## src/rtl/difftest_int_wb_collector.sv

```systemverilog
// difftest_int_wb_collector
//
// Collects up to two committed integer register writebacks per cycle from the
// commit stage (slot 0 older, slot 1 younger), buffers them in a small FIFO and
// drains one record per cycle onto the single-port difftest probe. The probe
// cannot stall, so dual-commit bursts are absorbed here. Writebacks arriving
// while fewer than two entries are free are dropped and accounted for.
//
// Ports:
//   io_clock, io_reset          clock, async active-high reset
//   io_in0_* / io_in1_*         commit-slot writebacks (valid, 5-bit dest, 64-bit data)
//   io_in_ready                 >= 2 free FIFO entries (from registered count)
//   io_coreid                   constant core identifier
//   io_valid/io_dest/io_data    registered probe record
//   io_overflow                 sticky flag: some writeback was dropped
//   io_drop_cnt                 saturating count of dropped writebacks

module difftest_int_wb_collector #(
    parameter int           DEPTH   = 8,
    parameter logic [7:0]   COREID  = 8'd0,
    parameter bit           SKIP_X0 = 1'b1
) (
    input  logic        io_clock,
    input  logic        io_reset,
    input  logic        io_in0_valid,
    input  logic [4:0]  io_in0_dest,
    input  logic [63:0] io_in0_data,
    input  logic        io_in1_valid,
    input  logic [4:0]  io_in1_dest,
    input  logic [63:0] io_in1_data,
    output logic        io_in_ready,
    output logic [7:0]  io_coreid,
    output logic        io_valid,
    output logic [31:0] io_dest,
    output logic [63:0] io_data,
    output logic        io_overflow,
    output logic [15:0] io_drop_cnt
);

    localparam int AW = $clog2(DEPTH);
    localparam int CW = AW + 1;

    logic [4:0]    mem_dest [DEPTH];
    logic [63:0]   mem_data [DEPTH];

    logic [AW-1:0] head_q, head_d;
    logic [AW-1:0] tail_q, tail_d;
    logic [CW-1:0] count_q, count_d;
    logic          valid_q, valid_d;
    logic [31:0]   dest_q, dest_d;
    logic [63:0]   data_q, data_d;
    logic          overflow_q, overflow_d;
    logic [15:0]   drop_cnt_q, drop_cnt_d;

    logic          req0, req1;
    logic          in_ready;
    logic [CW-1:0] free_cnt;
    logic [1:0]    n_req;
    logic [1:0]    n_enq;
    logic          deq;
    logic          wa_en, wb_en;
    logic [AW-1:0] wb_idx;
    logic [4:0]    wa_dest;
    logic [63:0]   wa_data;
    logic [16:0]   drop_sum;

    always_comb begin
        req0 = io_in0_valid && !(SKIP_X0 && (io_in0_dest == 5'd0));
        req1 = io_in1_valid && !(SKIP_X0 && (io_in1_dest == 5'd0));
        n_req = {1'b0, req0} + {1'b0, req1};

        free_cnt = CW'(DEPTH) - count_q;
        in_ready = (free_cnt >= CW'(2));

        n_enq = in_ready ? n_req : 2'd0;
        deq   = (count_q != '0);

        // Port A always takes the oldest requester; port B only carries slot 1
        // when both slots request, so program order is kept in the FIFO.
        wa_en   = in_ready && (req0 || req1);
        wa_dest = req0 ? io_in0_dest : io_in1_dest;
        wa_data = req0 ? io_in0_data : io_in1_data;
        wb_en   = in_ready && req0 && req1;
        wb_idx  = tail_q + AW'(1);

        head_d  = head_q + AW'(deq);
        tail_d  = tail_q + AW'(n_enq);
        // Ready guarantees >= 2 free entries, so this never exceeds DEPTH.
        count_d = count_q + CW'(n_enq) - CW'(deq);

        valid_d = deq;
        dest_d  = dest_q;
        data_d  = data_q;
        if (deq) begin
            dest_d = {27'd0, mem_dest[head_q]};
            data_d = mem_data[head_q];
        end

        overflow_d = overflow_q;
        drop_cnt_d = drop_cnt_q;
        drop_sum   = {1'b0, drop_cnt_q};
        if (!in_ready && (n_req != 2'd0)) begin
            overflow_d = 1'b1;
            drop_sum   = {1'b0, drop_cnt_q} + 17'(n_req);
            drop_cnt_d = drop_sum[16] ? 16'hFFFF : drop_sum[15:0];
        end
    end

    always_ff @(posedge io_clock) begin
        if (wa_en) begin
            mem_dest[tail_q] <= wa_dest;
            mem_data[tail_q] <= wa_data;
        end
        if (wb_en) begin
            mem_dest[wb_idx] <= io_in1_dest;
            mem_data[wb_idx] <= io_in1_data;
        end
    end

    always_ff @(posedge io_clock or posedge io_reset) begin
        if (io_reset) begin
            head_q     <= '0;
            tail_q     <= '0;
            count_q    <= '0;
            valid_q    <= 1'b0;
            dest_q     <= '0;
            data_q     <= '0;
            overflow_q <= 1'b0;
            drop_cnt_q <= '0;
        end else begin
            head_q     <= head_d;
            tail_q     <= tail_d;
            count_q    <= count_d;
            valid_q    <= valid_d;
            dest_q     <= dest_d;
            data_q     <= data_d;
            overflow_q <= overflow_d;
            drop_cnt_q <= drop_cnt_d;
        end
    end

    assign io_in_ready = in_ready;
    assign io_coreid   = COREID;
    assign io_valid    = valid_q;
    assign io_dest     = dest_q;
    assign io_data     = data_q;
    assign io_overflow = overflow_q;
    assign io_drop_cnt = drop_cnt_q;

endmodule

```

## config.mk

```make
export PLATFORM = sky130hd
export DESIGN_NAME = difftest_int_wb_collector
export DESIGN_NICKNAME = d
export VERILOG_FILES = /design/src/rtl/difftest_int_wb_collector.sv
export SDC_FILE = /design/constraint.sdc
export NUM_CORES = 1
export LEC_CHECK = 0
export CORE_ASPECT_RATIO = 1.25
export CORE_MARGIN = 3
export CORE_UTILIZATION = 50
export CTS_BUF_LIST = sky130_fd_sc_hd__clkbuf_4
export CTS_CLUSTER_SIZE = 28
export DETAILED_ROUTE_END_ITERATION = 8
export PLACE_DENSITY = 0.75
export SLEW_MARGIN = 10
export SYNTH_ARGS = -nofsm -noshare
export SYNTH_HDL_FRONTEND = slang
export SYNTH_SLANG_ARGS = --single-unit
```

## constraint.sdc

```tcl
create_clock -name io_clock -period 8.5 [get_ports io_clock]
set_input_delay 0.85 -clock io_clock [delete_from_list [all_inputs] [get_ports io_clock]]
set_output_delay 0.85 -clock io_clock [all_outputs]
set_load 0.02 [all_outputs]
```

Word-level counts from Yosys, hierarchy flattened
Memories as Yosys holds them, arrays and structs flattened. A register that Yosys moved wholly into a read port is not among the register bits.
Cells that the tools add are included.

word-level totals
  bits in writable memories = 552
  output and inout port bits = 123
  logic and storage cells = 39
  bits of input ports = 142
  memories = 2
  register bits = 28

operators by class
  muxes and demuxes = 8
  reduce and logical (&&, ||, !) cells = 14
  add/sub/neg operators = 8
  order comparisons = 1

memory list
  name      depth  width  read ports  clocked after Yosys merged registers in  write ports  line  RTL
  mem_data  8      64     1           1                                        2            44    logic [63:0] mem_data [DEPTH];
  mem_dest  8      5      1           1                                        2            43    logic [4:0] mem_dest [DEPTH];

operator list
  kind                                                                    number
  64-bit 2-to-1 mux                                                       1
  16-bit by 2-bit adder with 17-bit output                                1
  16-bit 2-to-1 mux                                                       1
  5-bit zero test                                                         2
  1-bit logical AND                                                       6
  5-bit 2-to-1 mux                                                        1
  4-bit by 2-bit adder with 4-bit output                                  1
  4-bit by 2-bit >= comparator with 1-bit output (second input constant)  1
  1-bit 2-to-1 mux                                                        4
  4-bit nonzero test                                                      1
  4-bit by 1-bit subtractor with 4-bit output                             1
  4-bit subtractor (first input constant)                                 1
  3-bit by 1-bit adder with 3-bit output                                  1
  3-bit by 1-bit adder with 3-bit output (second input constant)          1
  3-bit by 2-bit adder with 3-bit output                                  1
  1-bit zero test                                                         3
  1-bit by 1-bit adder with 2-bit output                                  1
  2-bit 2-to-1 mux                                                        1
  2-bit nonzero test                                                      1
  1-bit logical OR                                                        1

Logic depth before layout (Yosys ltp)
  word-level depth = 7
  mapped depth = 13
  gate-level depth less buffers = 13

Worst setup path after synthesis
Ideal clock, no wire load.

  path type = input -> register
  start = input io_in1_dest[2]
  end = memory mem_data[4][0], enable pin
  slack = -0.888 ns
  path buffers = 2
  required time = 7.816 ns
  cell stages on the path = 6
  data arrival time = 8.703 ns
  library setup time = 0.684 ns
  path through = clkbuf_1 or4_4 o21ai_4 ha_1 clkbuf_1 o41ai_1

RTL lines
  element          line  RTL
  start, declared  29    input logic [4:0] io_in1_dest,
  end, declared    44

==> metrics.md <==
| Metric | Value |
|---|---|
| Skew final | `slightly above 0.05 ns` |
| Ys flop type | `edfxtp_1` |
| Post-synth top area cell | `edfxtp_1` |
| Nets@finish | `2408` |
| Vias in the first global route | `20600` |
| Fmax | `~230 MHz` |
| Synth Cell Area | `32700 µm²` |
| Core box area | `~65000 µm²` |
| Fraction of layout cells with a size suffix above 1 | `0.457` |
| Setup violations, final | `0` |
| Post-CTS setup buffer count | `0` |
| Filler cells | `approximately 4900` |
| Die Y | `292 µm` |
| Sequential Power Share | `0.416` |
| P_int | `approximately 8.3 mW` |
| Vias per cell | `a little under 6` |
| Unrepaired setup endpoints after global routing | `false` |
| Synth warn | `0` |
| Hold WC Path Type | `reg -> reg` |
| Final period utilization | `0.502` |
| Post-Layout Inst Area | `approximately 38000 µm²` |
| CP Capture Type | `register` |
| Status | `finished, final reports clean` |
| Startpoint Class | `input port` |
| Cell area power density | `roughly 330 nW/µm²` |
| Htree depth | `4` |
| Synth-to-Final Area Change | `15.8%` |
| Post-Synthesis Cells | `approximately 2000` |
| Min Clock Period, post-route | `4.27 ns` |
| DRT Pass-1 Iters | `5` |
| Clock tree buffer depth | `3` |
| Clk_lat worst skew | `about 1 ns` |
| Starting density of the core | `0.506` |
| Worst Tran Pin Value | `about 1.1 ns` |
| Initial DRC Count | `around 1300` |
| Final non-filler cell total | `3235` |
| Top cell type's share of synthesized area | `0.508` |
| Grt total ovfl | `0` |
| Port-buffer cells | `229` |
| Overall power | `12.6 mW` |
| Mean routed wirelength per cell | `~25 µm` |
| Hold-fix buffers, CTS | `0` |
| Pins over their slew limit | `0` |
| Largest net degree at the start of global routing | `98` |
| Comb pwr share | `0.365` |
| Number of synthesized flops with an enable pin | `roughly 550` |
| Max FO, Critical Path | `36` |
| Total CTS buffers | `roughly 160` |
| # rows | `104` |
| Switching share of power | `0.338` |
| Hold Slack | `0.479 ns` |
| Hpwl dp | `around 47000 µm` |
| Via count | `around 19000` |
| Leak | `13.5 nW` |
| Maxcap violations | `0` |
| Clock network power share | `0.219` |
| Ports | `265` |
| Drt drc | `0` |
| Clock slew at reported path FFs | `0.06 ns` |
| Cts repair resizes | `0` |
| DP Cell Count | `2932` |
| Antenna violations before repair | `6` |
| Remaining antenna violation count | `0` |
| DIE AREA | `approximately 68000 µm²` |
| CTS tree | `done` |
| RePlAce Congestion | `0.780` |
| CP required | `around 9.2 ns` |
| Synthesized flop and latch total | `649` |
| Net Sw Power | `4.26 mW` |
| Sink Count | `around 650` |
| Avg Cell Area, Syn | `about 17 µm²` |
| Post-synth cell types | `46` |
| Endpoints failing hold | `0` |
| Post-synthesis sequential area ratio | `0.582` |
| DIE WIDTH | `between 200 and 250 µm` |
| Async SR Flop Fraction | `0.149` |
| CP arrival | `slightly below 5 ns` |
| Total GRT Usage | `0.238` |
| Total Wirelength | `between 80000 and 90000 µm` |
| Worst slew margin | `0.248` |
| Setup TNS | `0 ns` |
| First-pass GRT wire length | `123000 µm` |
| Total placed instance area | `between 30000 and 40000 µm²` |
| Top cells by area, synth | `edfxtp_1 51%, mux2_2 19%, mux4_2 9.5%` |
| Root buffer cell | `clkbuf_4` |
| Worst vdd rail ir drop | `between 0.0002 and 0.00025 V` |
| Crit Path Category | `in -> reg` |
-- placed cells by master, fill, tap and decap left out, drive strengths merged, types with 3 or more instances in the layout --
cell,Yosys,final
fa,3,3
a21oi,3,3
xnor2,7,7
nor2,16,16
mux2i,70,70
bufinv,0,4
o21ai,80,80
clkinv,0,33
nor3,4,4
inv,17,20
nand2,108,108
edfxtp,552,552
clkdlybuf4s50,0,229
mux2,622,622
or3,5,5
xor2,9,9
nand3,10,10
clkinvlp,0,4
buf,121,33
clkbuf,39,253
conb,1,35
dfrtp,97,97
nand4b,3,3
ha,14,14
diode,0,6
mux4,138,138
nand4,10,10
-- metrics by stage --
stage,utilization,setup WS [ns]
floorplan,-,-0.888
global placement,0.552,3.31
detailed placement,0.552,3.28
CTS,0.586,4.35
global route,0.586,4.21
finish,0.586,4.23
-- cells by family (layout without fill, tap and decap cells) --
logic type | count (synthesis) | count (layout) | synth area share
AOI/OAI and AO/OA | 89 | 89 | 0.0147
muxes | 830 | 830 | 0.339
adders and majority gates | 17 | 17 | 0.00720
DFF | 649 | 649 | 0.582
xor gates and xnor gates | 16 | 16 | 0.00429
and+or+nand+nor | 169 | 169 | 0.0233
buffers and inverters | 177 | 576 | 0.0294
other | 1 | 41 | 0.000115
-- power by group through the flow --
stage | Sequential, mW | Combinational (mW) | Clock (mW)
floorplan | 5.46 | 2.96 | 0
global placement | 5.24 | 4.54 | 0
detailed placement | 5.31 | 4.63 | 0
CTS | 5.25 | 4.64 | 2.83
global route | 5.33 | 4.91 | 3.00
finish | 5.24 | 4.60 | 2.76
-- state kept, by name, indices dropped and copies added (netlist names) --
signal / flops
io_valid: 1
count_q: 4
io_dest: 5
io_drop_cnt: 16
head_q: 3
mem_dest: 40
io_data: 64
tail_q: 3
io_overflow: 1
mem_data: 512
-- worst max-delay path, cell delays in order --
cell and delay, ns:
clkdlybuf4s50_1 0.41, or4_1 0.58, o21ai_4 0.68, buf_4 0.52
nor2_2 0.15, nand4b_1 0.13, buf_4 0.51, buf_4 0.64
mux2_2 0.40
-- synth_stat cells (all sizes together), types with 4 or more instances --
cell      n
nor3      4
or3       5
buf     121
ha       14
inv      17
mux2i    70
nand3    10
o21ai    80
dfrtp    97
nor2     16
xor2      9
clkbuf   39
nand4    10
nand2   108
mux2    622
mux4    138
xnor2     7
edfxtp  552
-- layout make-up --
class                   instances  area [µm²]  area share
diodes                          6        15.0    0.000397
clock buffers                 253        1900      0.0502
clock inverters                44         300     0.00794
inverters                      17        68.8     0.00182
multi-input cells            1156       12900       0.342
flip-flops and latches        649       19000       0.503
well taps                     848        1060      0.0280
repair buffers                262        2540      0.0671
-- layer usage --
layer / GRT usage / share of wire / wire [µm] / vias up
met4: 0.0790 / 0.025 / 2050 / 4
li1: - / - / - / 8336
met3: 0.0521 / 0.059 / 4750 / 156
met1: 0.305 / 0.40 / 32500 / 9888
met5: 0 / 0.00042 / 34 / -
met2: 0.403 / 0.51 / 41100 / 639
-- final timing paths --
kind                                startpoint               to  slack, ns  depth (start not counted)
worst min-delay path                io_data[6]       io_data[6]       0.48                          2
worst max-delay path            io_in0_dest[3]  mem_data[0][59]       4.23                          9
min in group asynchronous             io_reset   io_drop_cnt[4]       0.50                          2
worst min register to register      io_data[6]       io_data[6]       0.48                          2
worst max register to register      count_q[0]  mem_data[7][26]       4.36                          8
max in group asynchronous             io_reset        head_q[0]       7.26                          2
Note: power is estimated with default switching activity, not from simulation.
